File: config.mk
export PLATFORM = sky130hd
export DESIGN_NAME = seg_scan
export DESIGN_NICKNAME = d
export VERILOG_FILES = /design/src/rtl/seg_pkg.sv /design/src/rtl/hex7seg.sv /design/src/rtl/seg_scan.sv
export SDC_FILE = /design/constraint.sdc
export NUM_CORES = 1
export LEC_CHECK = 0
export CAP_MARGIN = 20
export CORE_ASPECT_RATIO = 2
export CORE_MARGIN = 10
export CORE_UTILIZATION = 42
export DETAILED_ROUTE_END_ITERATION = 16
export GPL_TIMING_DRIVEN = 0
export PLACE_DENSITY_LB_ADDON = 0.3
export SYNTH_ARGS = -nofsm -noshare
export SYNTH_HDL_FRONTEND = slang
export SYNTH_SLANG_ARGS = --single-unit
File: constraint.sdc
create_clock -name clk -period 6.5 [get_ports clk]
set_input_delay 0.65 -clock clk [delete_from_list [all_inputs] [get_ports clk]]
set_output_delay 0.65 -clock clk [all_outputs]
set_load 0.02 [all_outputs]
File: src/rtl/seg_pkg.sv
// Shared constants, snapshot record and hex glyph table for the seven-segment scanner.
// Segment encoding is active-low {dp,g,f,e,d,c,b,a} for a common-anode display.
package seg_pkg;

    localparam logic [7:0] SEG_OFF    = 8'hFF;
    localparam logic [7:0] AN_OFF     = 8'hFF;
    localparam int         NUM_DIGITS = 8;

    // Digits that carry data; the rest of the frame stays dark.
    localparam int LAST_DATA_DIGIT  = 5;
    // Digits 0-3 show key/ASCII and go dark while no key is held.
    localparam int LAST_BLANK_DIGIT = 3;

    typedef struct packed {
        logic [7:0] key;
        logic [7:0] ascii;
        logic [7:0] count;
        logic       blank;
    } snapshot_t;

    localparam snapshot_t SNAP_ZERO = '0;

    function automatic logic [7:0] hex_glyph(input logic [3:0] nibble);
        logic [7:0] g;
        case (nibble)
            4'h0:    g = 8'hC0;
            4'h1:    g = 8'hF9;
            4'h2:    g = 8'hA4;
            4'h3:    g = 8'hB0;
            4'h4:    g = 8'h99;
            4'h5:    g = 8'h92;
            4'h6:    g = 8'h82;
            4'h7:    g = 8'hF8;
            4'h8:    g = 8'h80;
            4'h9:    g = 8'h90;
            4'hA:    g = 8'h88;
            4'hB:    g = 8'h83;
            4'hC:    g = 8'hC6;
            4'hD:    g = 8'hA1;
            4'hE:    g = 8'h86;
            default: g = 8'h8E;
        endcase
        return g;
    endfunction

endpackage

File: src/rtl/hex7seg.sv
// Combinational nibble to active-low seven-segment glyph; the decimal point is held off.
module hex7seg
    import seg_pkg::*;
(
    input  logic [3:0] nibble,
    output logic [7:0] seg_n
);

    logic [7:0] glyph;

    always_comb begin
        glyph = hex_glyph(nibble);
    end

    assign seg_n = {1'b1, glyph[6:0]};

endmodule

File: src/rtl/seg_scan.sv
// Time-multiplexed 8-digit seven-segment driver showing key, ASCII and press count.
// Inputs are captured once per scan frame so a frame never mixes old and new values.
module seg_scan
    import seg_pkg::*;
#(
    parameter int CLK_DIV = 50000,
    parameter int DIGITS  = 8
) (
    input  logic       clk,
    input  logic       rst_n,
    input  logic [7:0] key,
    input  logic [7:0] ascii,
    input  logic [7:0] count,
    input  logic       blank,
    output logic [7:0] an_n,
    output logic [7:0] seg_n,
    output logic       frame
);

    localparam int DIV_W = (CLK_DIV > 1) ? $clog2(CLK_DIV) : 1;
    localparam int DIG_W = $clog2(DIGITS);

    localparam logic [DIV_W-1:0] DIV_MAX   = DIV_W'(CLK_DIV - 1);
    localparam logic [DIG_W-1:0] DIG_LAST  = DIG_W'(DIGITS - 1);
    localparam logic [DIG_W-1:0] DIG_DATA  = DIG_W'(LAST_DATA_DIGIT);
    localparam logic [DIG_W-1:0] DIG_BLANK = DIG_W'(LAST_BLANK_DIGIT);

    logic [DIV_W-1:0] div_cnt_reg;
    logic [DIV_W-1:0] div_cnt_next;
    logic [DIG_W-1:0] digit_reg;
    logic [DIG_W-1:0] digit_next;
    snapshot_t        snap_reg;
    snapshot_t        snap_next;
    logic [7:0]       an_n_reg;
    logic [7:0]       an_n_next;
    logic [7:0]       seg_n_reg;
    logic [7:0]       seg_n_next;
    logic             frame_reg;
    logic             frame_next;

    logic             tick;
    logic             frame_end;
    logic             lit;
    logic [3:0]       nibble;
    logic [7:0]       glyph_seg_n;

    // ---------------- divider, digit counter, snapshot ----------------
    assign tick      = (div_cnt_reg == DIV_MAX);
    assign frame_end = tick && (digit_reg == DIG_LAST);

    always_comb begin
        div_cnt_next = tick ? '0 : div_cnt_reg + 1'b1;
        digit_next   = tick ? digit_reg + 1'b1 : digit_reg;
        snap_next    = snap_reg;
        if (frame_end) begin
            snap_next = '{key: key, ascii: ascii, count: count, blank: blank};
        end
        frame_next = frame_end;
    end

    // ---------------- digit content ----------------
    always_comb begin
        nibble = 4'h0;
        case (digit_reg)
            DIG_W'(0): nibble = snap_reg.key[3:0];
            DIG_W'(1): nibble = snap_reg.key[7:4];
            DIG_W'(2): nibble = snap_reg.ascii[3:0];
            DIG_W'(3): nibble = snap_reg.ascii[7:4];
            DIG_W'(4): nibble = snap_reg.count[3:0];
            DIG_W'(5): nibble = snap_reg.count[7:4];
            default:   nibble = 4'h0;
        endcase
    end

    // Key/ASCII digits go dark while nothing is held; digits past the count are never lit.
    assign lit = (digit_reg <= DIG_DATA) && !(snap_reg.blank && (digit_reg <= DIG_BLANK));

    hex7seg u_hex7seg (
        .nibble (nibble),
        .seg_n  (glyph_seg_n)
    );

    assign seg_n_next = lit ? glyph_seg_n : SEG_OFF;

    // One-hot-low anode decode, gated by lit so dark digits keep every anode off.
    for (genvar gi = 0; gi < NUM_DIGITS; gi++) begin : g_an
        assign an_n_next[gi] = ~(lit && (digit_reg == DIG_W'(gi)));
    end

    // ---------------- state ----------------
    always_ff @(posedge clk or posedge rst_n) begin
        if (rst_n) begin
            div_cnt_reg <= '0;
            digit_reg   <= '0;
            snap_reg    <= SNAP_ZERO;
            an_n_reg    <= AN_OFF;
            seg_n_reg   <= SEG_OFF;
            frame_reg   <= 1'b0;
        end else begin
            div_cnt_reg <= div_cnt_next;
            digit_reg   <= digit_next;
            snap_reg    <= snap_next;
            an_n_reg    <= an_n_next;
            seg_n_reg   <= seg_n_next;
            frame_reg   <= frame_next;
        end
    end

    assign an_n  = an_n_reg;
    assign seg_n = seg_n_reg;
    assign frame = frame_reg;

endmodule

==> flow_summary_export.csv, run 1 <==
group,metric,value,unit
status,status,"complete, no violations",
setup_path,worstPathRequired,6.72,ns
synth,synth.most_common_cell,"dfrtp_1",
setup_path,worstReg2RegEnd,"seg_n[4]$_DFF_PP1_",
placement,port-buffer-count,42,
synth,synth_xor_area_share,4.79,%
sta,slew_viol_final,0,
sta,relSlewSlack,61.9,%
clock_network,worstSkewPairLatency,0.33,ns
setup_path,crit_end,"seg_n[4]$_DFF_PP1_",
synth,synth_top_area_share,38.5,%
setup_path,worstPathCellList,"buf_2 > clkbuf_1 > inv_1 > ha_1 > clkbuf_1 > a32oi_1 > o21ai_0 > a21oi_1 > buf_2 > mux2i_1 > o221ai_1",
setup_path,setup.worst_path.start_class,"register",
drt,routed_wl,6.08,mm
setup_path,endpoint_kind,"register",
floorplan,fp-row-count,43,
global_route,antenna_found_initial,0,
final_layout,syn_to_final_growth,27.5,%
power_and_ir_drop,comb_power_share,8.1,%
synth,synth_edf_count,0,
sta,setup-violations-final,0,
sta,fin_skew,0.00885,ns
clock_network,clock-sinks,60,
clock_network,cts_buffers,9,
sta,fin_crit,3.12,ns
synth,synth_top_family_by_area,"multiplexers",
setup_path,rrSetupSlack,3.38,ns
setup_path,crit_family,"buffers and inverters",
drt,drc,0,
synth,syn-num-nets,272,
global_route,grt_max_degree,35,
synth,synth_compound_area_share,6.93,%
setup_path,worstSetupStartpoint,"digit_reg[2]$_DFFE_PP0N_",
synth,syn_avg_cell_area,12.6,µm²
synth,synth-main-ff-cell,"dfrtp_1",
floorplan,ios,44,
floorplan,die_y,138,µm
clock_network,cts_root_buf,"clkbuf_16",
drt,via_per_inst,5.07,
final_layout,drive_above_1_share,21.6,%
sta,fmax,0.321,GHz
sta,worstMarginPinSlew,0.571,ns
clock_network,cts_tree,"yes",
clock_network,ctsResizeCount,0,
global_route,grt_pass1_wl,10.4,mm
synth,synth_area,2930,µm²
drt,avgRoutedWirePerCell,16.0,µm
synth,synth_seq_cells,60,
clock_network,cts_max_level,3,
floorplan,start_util,42.5,%
setup_path,critPathMaxStageDelay,0.40,ns
clock_network,cts_max_path_buffers,2,
power_and_ir_drop,swShare,21.0,%
clock_network,postCtsSetupBuffers,0,
synth,synth-simple-area-share,11.7,%
setup_path,reg2reg_depth,11,
global_route,gr-total-overflow,0,
final_layout,largest_reg_flops,25,
synth,synthArstFlopShare,100,%
synth,seq_area_frac_synth,51.9,%
final_layout,fin_nets,326,
power_and_ir_drop,power.switching,0.183,mW
sta,finalHoldViolations,0,
synth,synthAdderAreaFrac,5.56,%
power_and_ir_drop,ir_worst_vdd,0.227,mV
final_layout,instances_no_fill,381,
drt,dr_total_vias,1933,
floorplan,die-area,10900,µm²
clock_network,hold_buffers,0,
global_route,groute.usage.overall,12.2,%
setup_path,crit_slowest_cell,"clkbuf_1",
floorplan,core,6890,µm²
power_and_ir_drop,power.leakage,1.69,nW
global_route,grt_pass1_vias,2116,
drt,antenna_left,0,
floorplan,die-width,79.0,µm
power_and_ir_drop,internal_power,0.687,mW
sta,tns,0,ns
placement,globalplace.congestion,0.765,
final_layout,diodes,0,
power_and_ir_drop,p_clk_share,46.4,%
synth,yosysTopAreaCell,"dfrtp_1",
clock_network,cts.clk_slew.worst_paths,0.05,ns
synth,yosys.cell_types.count,43,
setup_path,r2r_start,"digit_reg[2]$_DFFE_PP0N_",
sta,rsz0062_at_grt,"false",
setup_path,worstPathArrival,3.33,ns
min_path,hold_path.class,"reg -> reg",
synth,synth_area_leaders,"dfrtp_1, dfstp_2, mux2_4",
synth,postSynthCellCount,232,
setup_path,cp_max_fo,10,
placement,dp_hpwl,4.52,mm
placement,dp.cells,365,
setup_path,cp.depth,11,
job,maxCapViolCount,0,
sta,period_share,47.9,%
setup_path,path_buf_inv,5,
drt,drt_iter0_markers,165,
setup_path,critPathKind,"reg -> reg",
synth,synthTopCellsByCount,"dfrtp_1, mux2_4, dfstp_2",
drt,drtPass1Iterations,4,
synth,synthMuxAreaShare,15.4,%
synth,yosys_warnings,0,
power_and_ir_drop,power_frac_seq,45.4,%
power_and_ir_drop,power_density,233,nW/µm²
[through the flow]
stage	utilization, %	total power, mW	setup slack (ns)	cell area, µm²	hold slack (ns)
2_1_floorplan	-	0.438	4.06	2930	0.450
3_3_place_gp	50.2	0.469	3.42	3460	0.469
3_5_place_dp	50.5	0.473	3.41	3480	0.482
4_1_cts	54.2	0.883	3.39	3730	0.490
5_1_grt	54.2	0.905	3.05	3730	0.521
6_report	54.2	0.870	3.38	3730	0.490
[logic make-up (layout without fill, tap and decap cells)]
group,count (synthesis),in the layout
XOR/XNOR,16,16
buffers and inverters,21,80
multiplexers,34,34
AND/OR/NAND/NOR,60,60
other,1,1
AO/OA/AOI/OAI,27,27
adder cells (fa/ha/maj),13,13
flip-flops,60,60
[placed cells by master (no fill, tap or decap), drive strengths merged, types with 9 or more instances in the layout]
cell type,instances
dfrtp,45
clkdlybuf4s50,42
mux2,28
clkbuf,22
dfstp,15
nand2,15
ha,13
nand3,11
nor2,11
xor2,9
inv,9
[cell type report]
type,instances,area (µm²)
Buffer,12,70.1
Clock buffer,16,251
Fill cell,662,3160
Inverter,9,33.8
Multi-Input combinational cell,151,1300
Sequential cell,60,1520
Tap cell,90,113
Timing Repair Buffer,43,440
[worst reg2reg max path: cells and delay by family, from the launching register on]
family / cells / cell delay, ns
AOI/OAI and AO/OA: 4 / 0.87
adders and majority gates: 1 / 0.24
buffers and inverters: 5 / 1.32
DFF: 1 / 0.34
muxes: 1 / 0.22
[metal layers]
layer  global-route usage [%]  vias to the layer above  routed length [µm]
met5                        0                        -                   0
met4                     6.84                        0                 137
met3                     4.61                        6                 251
met2                     20.6                       40                3300
met1                     12.4                      962                2400
li1                         -                      925                   -
[power by group through the flow]
stage	registers, mW	clock network (mW)	logic [mW]
finish	0.395	0.404	0.0708
CTS	0.395	0.415	0.0722
global placement	0.400	0	0.0687
floorplan	0.404	0	0.0338
global route	0.396	0.431	0.0777
detailed placement	0.401	0	0.0718
[how the worst min path moves through the flow]
stage,startpoint,to,depth (start not counted)
CTS,div_cnt_reg[11]$_DFF_PP0_,div_cnt_reg[11]$_DFF_PP0_,1
global placement,div_cnt_reg[5]$_DFF_PP0_,div_cnt_reg[5]$_DFF_PP0_,1
finish,div_cnt_reg[11]$_DFF_PP0_,div_cnt_reg[11]$_DFF_PP0_,1
floorplan,div_cnt_reg[11]$_DFF_PP0_,div_cnt_reg[11]$_DFF_PP0_,1
detailed placement,div_cnt_reg[11]$_DFF_PP0_,div_cnt_reg[11]$_DFF_PP0_,1
global route,snap_reg[7]$_DFFE_PP0P_,snap_reg[7]$_DFFE_PP0P_,1
Power figures use the tool's default switching activity.
==> run 2: changes to the inputs <==
==> constraint.sdc (replaced) <==
create_clock -name clk -period 2.8 [get_ports clk]
set_input_delay 0.28 -clock clk [delete_from_list [all_inputs] [get_ports clk]]
set_output_delay 0.28 -clock clk [all_outputs]
set_load 0.02 [all_outputs]
==> flow_summary_export.csv, run 2 (synthesized netlist as in run 1, its figures left out) <==
group,metric,value,unit
final_layout,syn_to_final_growth,28.3,%
drt,via_per_inst,5.13,
floorplan,die_y,138,µm
setup_path,cpMostUsedCell,"clkbuf_4",
job,maxCapViolCount,0,
setup_path,cp_max_fo,10,
clock_network,cts_tree,"yes",
final_layout,drive_above_1_share,23.7,%
global_route,grt_pass1_wl,10.4,mm
drt,routed_wl,6.09,mm
sta,rsz0062_at_grt,"false",
final_layout,instances_no_fill,381,
sta,worstMarginPinSlew,0.583,ns
placement,dp.cells,365,
floorplan,die-width,79.0,µm
power_and_ir_drop,power_density,539,nW/µm²
clock_network,cts_max_path_buffers,2,
sta,setup-violations-final,0,
sta,finalHoldViolations,0,
placement,dp_hpwl,4.52,mm
drt,antenna_left,0,
clock_network,cts_root_buf,"clkbuf_16",
drt,drc,0,
clock_network,cts.clk_slew.worst_paths,0.05,ns
power_and_ir_drop,swShare,21.1,%
floorplan,fp-row-count,43,
floorplan,start_util,42.5,%
global_route,grt_pass1_vias,2111,
sta,fin_skew,0.00892,ns
sta,slew_viol_final,0,
placement,globalplace.congestion,0.765,
clock_network,clock-sinks,60,
final_layout,final_common_cell,"dfrtp_1",
drt,drtPass1Iterations,4,
setup_path,worstPathCellList,"buf_2 > clkbuf_4 > inv_1 > ha_1 > a32oi_1 > o21ai_0 > a21oi_2 > clkbuf_4 > mux2i_1 > o221ai_1",
setup_path,worstPathArrival,2.80,ns
global_route,gr-total-overflow,0,
setup_path,worstPathRequired,3.02,ns
sta,period_share,92.2,%
power_and_ir_drop,power_frac_seq,45.4,%
floorplan,die-area,10900,µm²
setup_path,critPathMaxStageDelay,0.34,ns
final_layout,diodes,0,
clock_network,worstSkewPairLatency,0.33,ns
setup_path,endpoint_kind,"register",
global_route,groute.usage.overall,12.2,%
drt,avgRoutedWirePerCell,16.0,µm
power_and_ir_drop,power.leakage,1.70,nW
setup_path,crit_slowest_cell,"dfrtp_1",
clock_network,cts_max_level,3,
floorplan,core,6890,µm²
power_and_ir_drop,p_clk_share,46.4,%
setup_path,setup.worst_path.start_class,"register",
status,status,"complete, no violations",
sta,setup_ws,0.219,ns
sta,relSlewSlack,61.1,%
drt,drt_iter0_markers,158,
min_path,hold_path.class,"in -> async",
power_and_ir_drop,comb_power_share,8.3,%
power_and_ir_drop,power.switching,0.426,mW
power_and_ir_drop,internal_power,1.60,mW
power_and_ir_drop,ir_worst_vdd,0.528,mV
final_layout,fin_nets,326,
setup_path,critPathKind,"reg -> reg",
sta,hold_ws,0.359,ns
floorplan,ios,44,
sta,fin_crit,2.58,ns
placement,dp_worst_setup_slack,-0.291,ns
final_layout,final_cell_mix,"dfrtp_1, clkdlybuf4s50_1, mux2_4",
placement,port-buffer-count,42,
clock_network,cts_buffers,9,
global_route,grt_max_degree,35,
drt,dr_total_vias,1956,
final_layout,largest_reg_flops,25,
sta,fmax,0.388,GHz
final_layout,final_util,54.5,%
global_route,antenna_found_initial,0,
-- run 2: changes by cell type in the layout (fill, tap and decap cells not counted), sizes merged --
cell,previous run,this run
buf,7,8
clkbuf,22,21
-- run 2: stage by stage --
stage                     power, mW  TNS (ns)  cell area [µm²]
after CTS                      2.05         0             3740
after global placement         1.09    -0.622             3460
after floorplan                1.02         0             2930
after detailed placement       1.10     -1.40             3480
after global routing           2.10         0             3750
final                          2.02         0             3750
-- run 2: path summary, 6_finish.rpt --
check / end / cells past startpoint / slack (ns) / start
setup / recovery: seg_n[6]$_DFF_PP1_ / 10 / 0.22 / digit_reg[2]$_DFFE_PP0N_
hold / removal: snap_reg[7]$_DFFE_PP0P_ / 2 / 0.36 / rst_n
setup reg to reg: seg_n[6]$_DFF_PP1_ / 10 / 0.22 / digit_reg[2]$_DFFE_PP0N_
hold reg to reg: div_cnt_reg[11]$_DFF_PP0_ / 1 / 0.49 / div_cnt_reg[11]$_DFF_PP0_
max in group asynchronous: an_n[1]$_DFF_PP1_ / 3 / 1.81 / rst_n
min in group clk: div_cnt_reg[11]$_DFF_PP0_ / 1 / 0.49 / div_cnt_reg[11]$_DFF_PP0_
-- run 2: final cells by class --
type,count,area [µm²]
sequential,60,1520
timing repair buffer,45,455
multi-input combinational,151,1310
fill,659,3130
clock buffer,16,251
buffer,10,68.8
inverter,9,33.8
tap,90,113
-- run 2: timing repair --
item	in CTS	in global routing
hold buffers	0	0
pin swaps	1	1
endpoints found under the setup margin	7	7
buffers inserted	0	2
resized for setup	4	2
hold endpoints to repair	0	0
-- run 2: worst max-delay path: cells and delay by family, from the launching register on --
family	cells	cell delay, ns
AOI/OAI and AO/OA	4	0.75
DFF	1	0.34
adders and majority gates	1	0.34
muxes	1	0.21
buffers and inverters	4	0.83
-- run 2: power by group through the flow --
stage               Sequential (mW)  Clock [mW]  Combinational, mW
floorplan                     0.939           0             0.0784
global placement              0.929           0              0.160
detailed placement            0.931           0              0.167
CTS                           0.918       0.964              0.168
global route                  0.920        1.00              0.183
finish                        0.918       0.938              0.167
-- run 2: per-layer routing --
layer  routed length [µm]  global-route usage [%]  up-vias
li1                     -                       -      928
met1                 2380                    12.4      965
met2                 3290                    20.6       57
met3                  291                    4.61        6
met4                  130                    6.84        0
met5                    0                       0        -
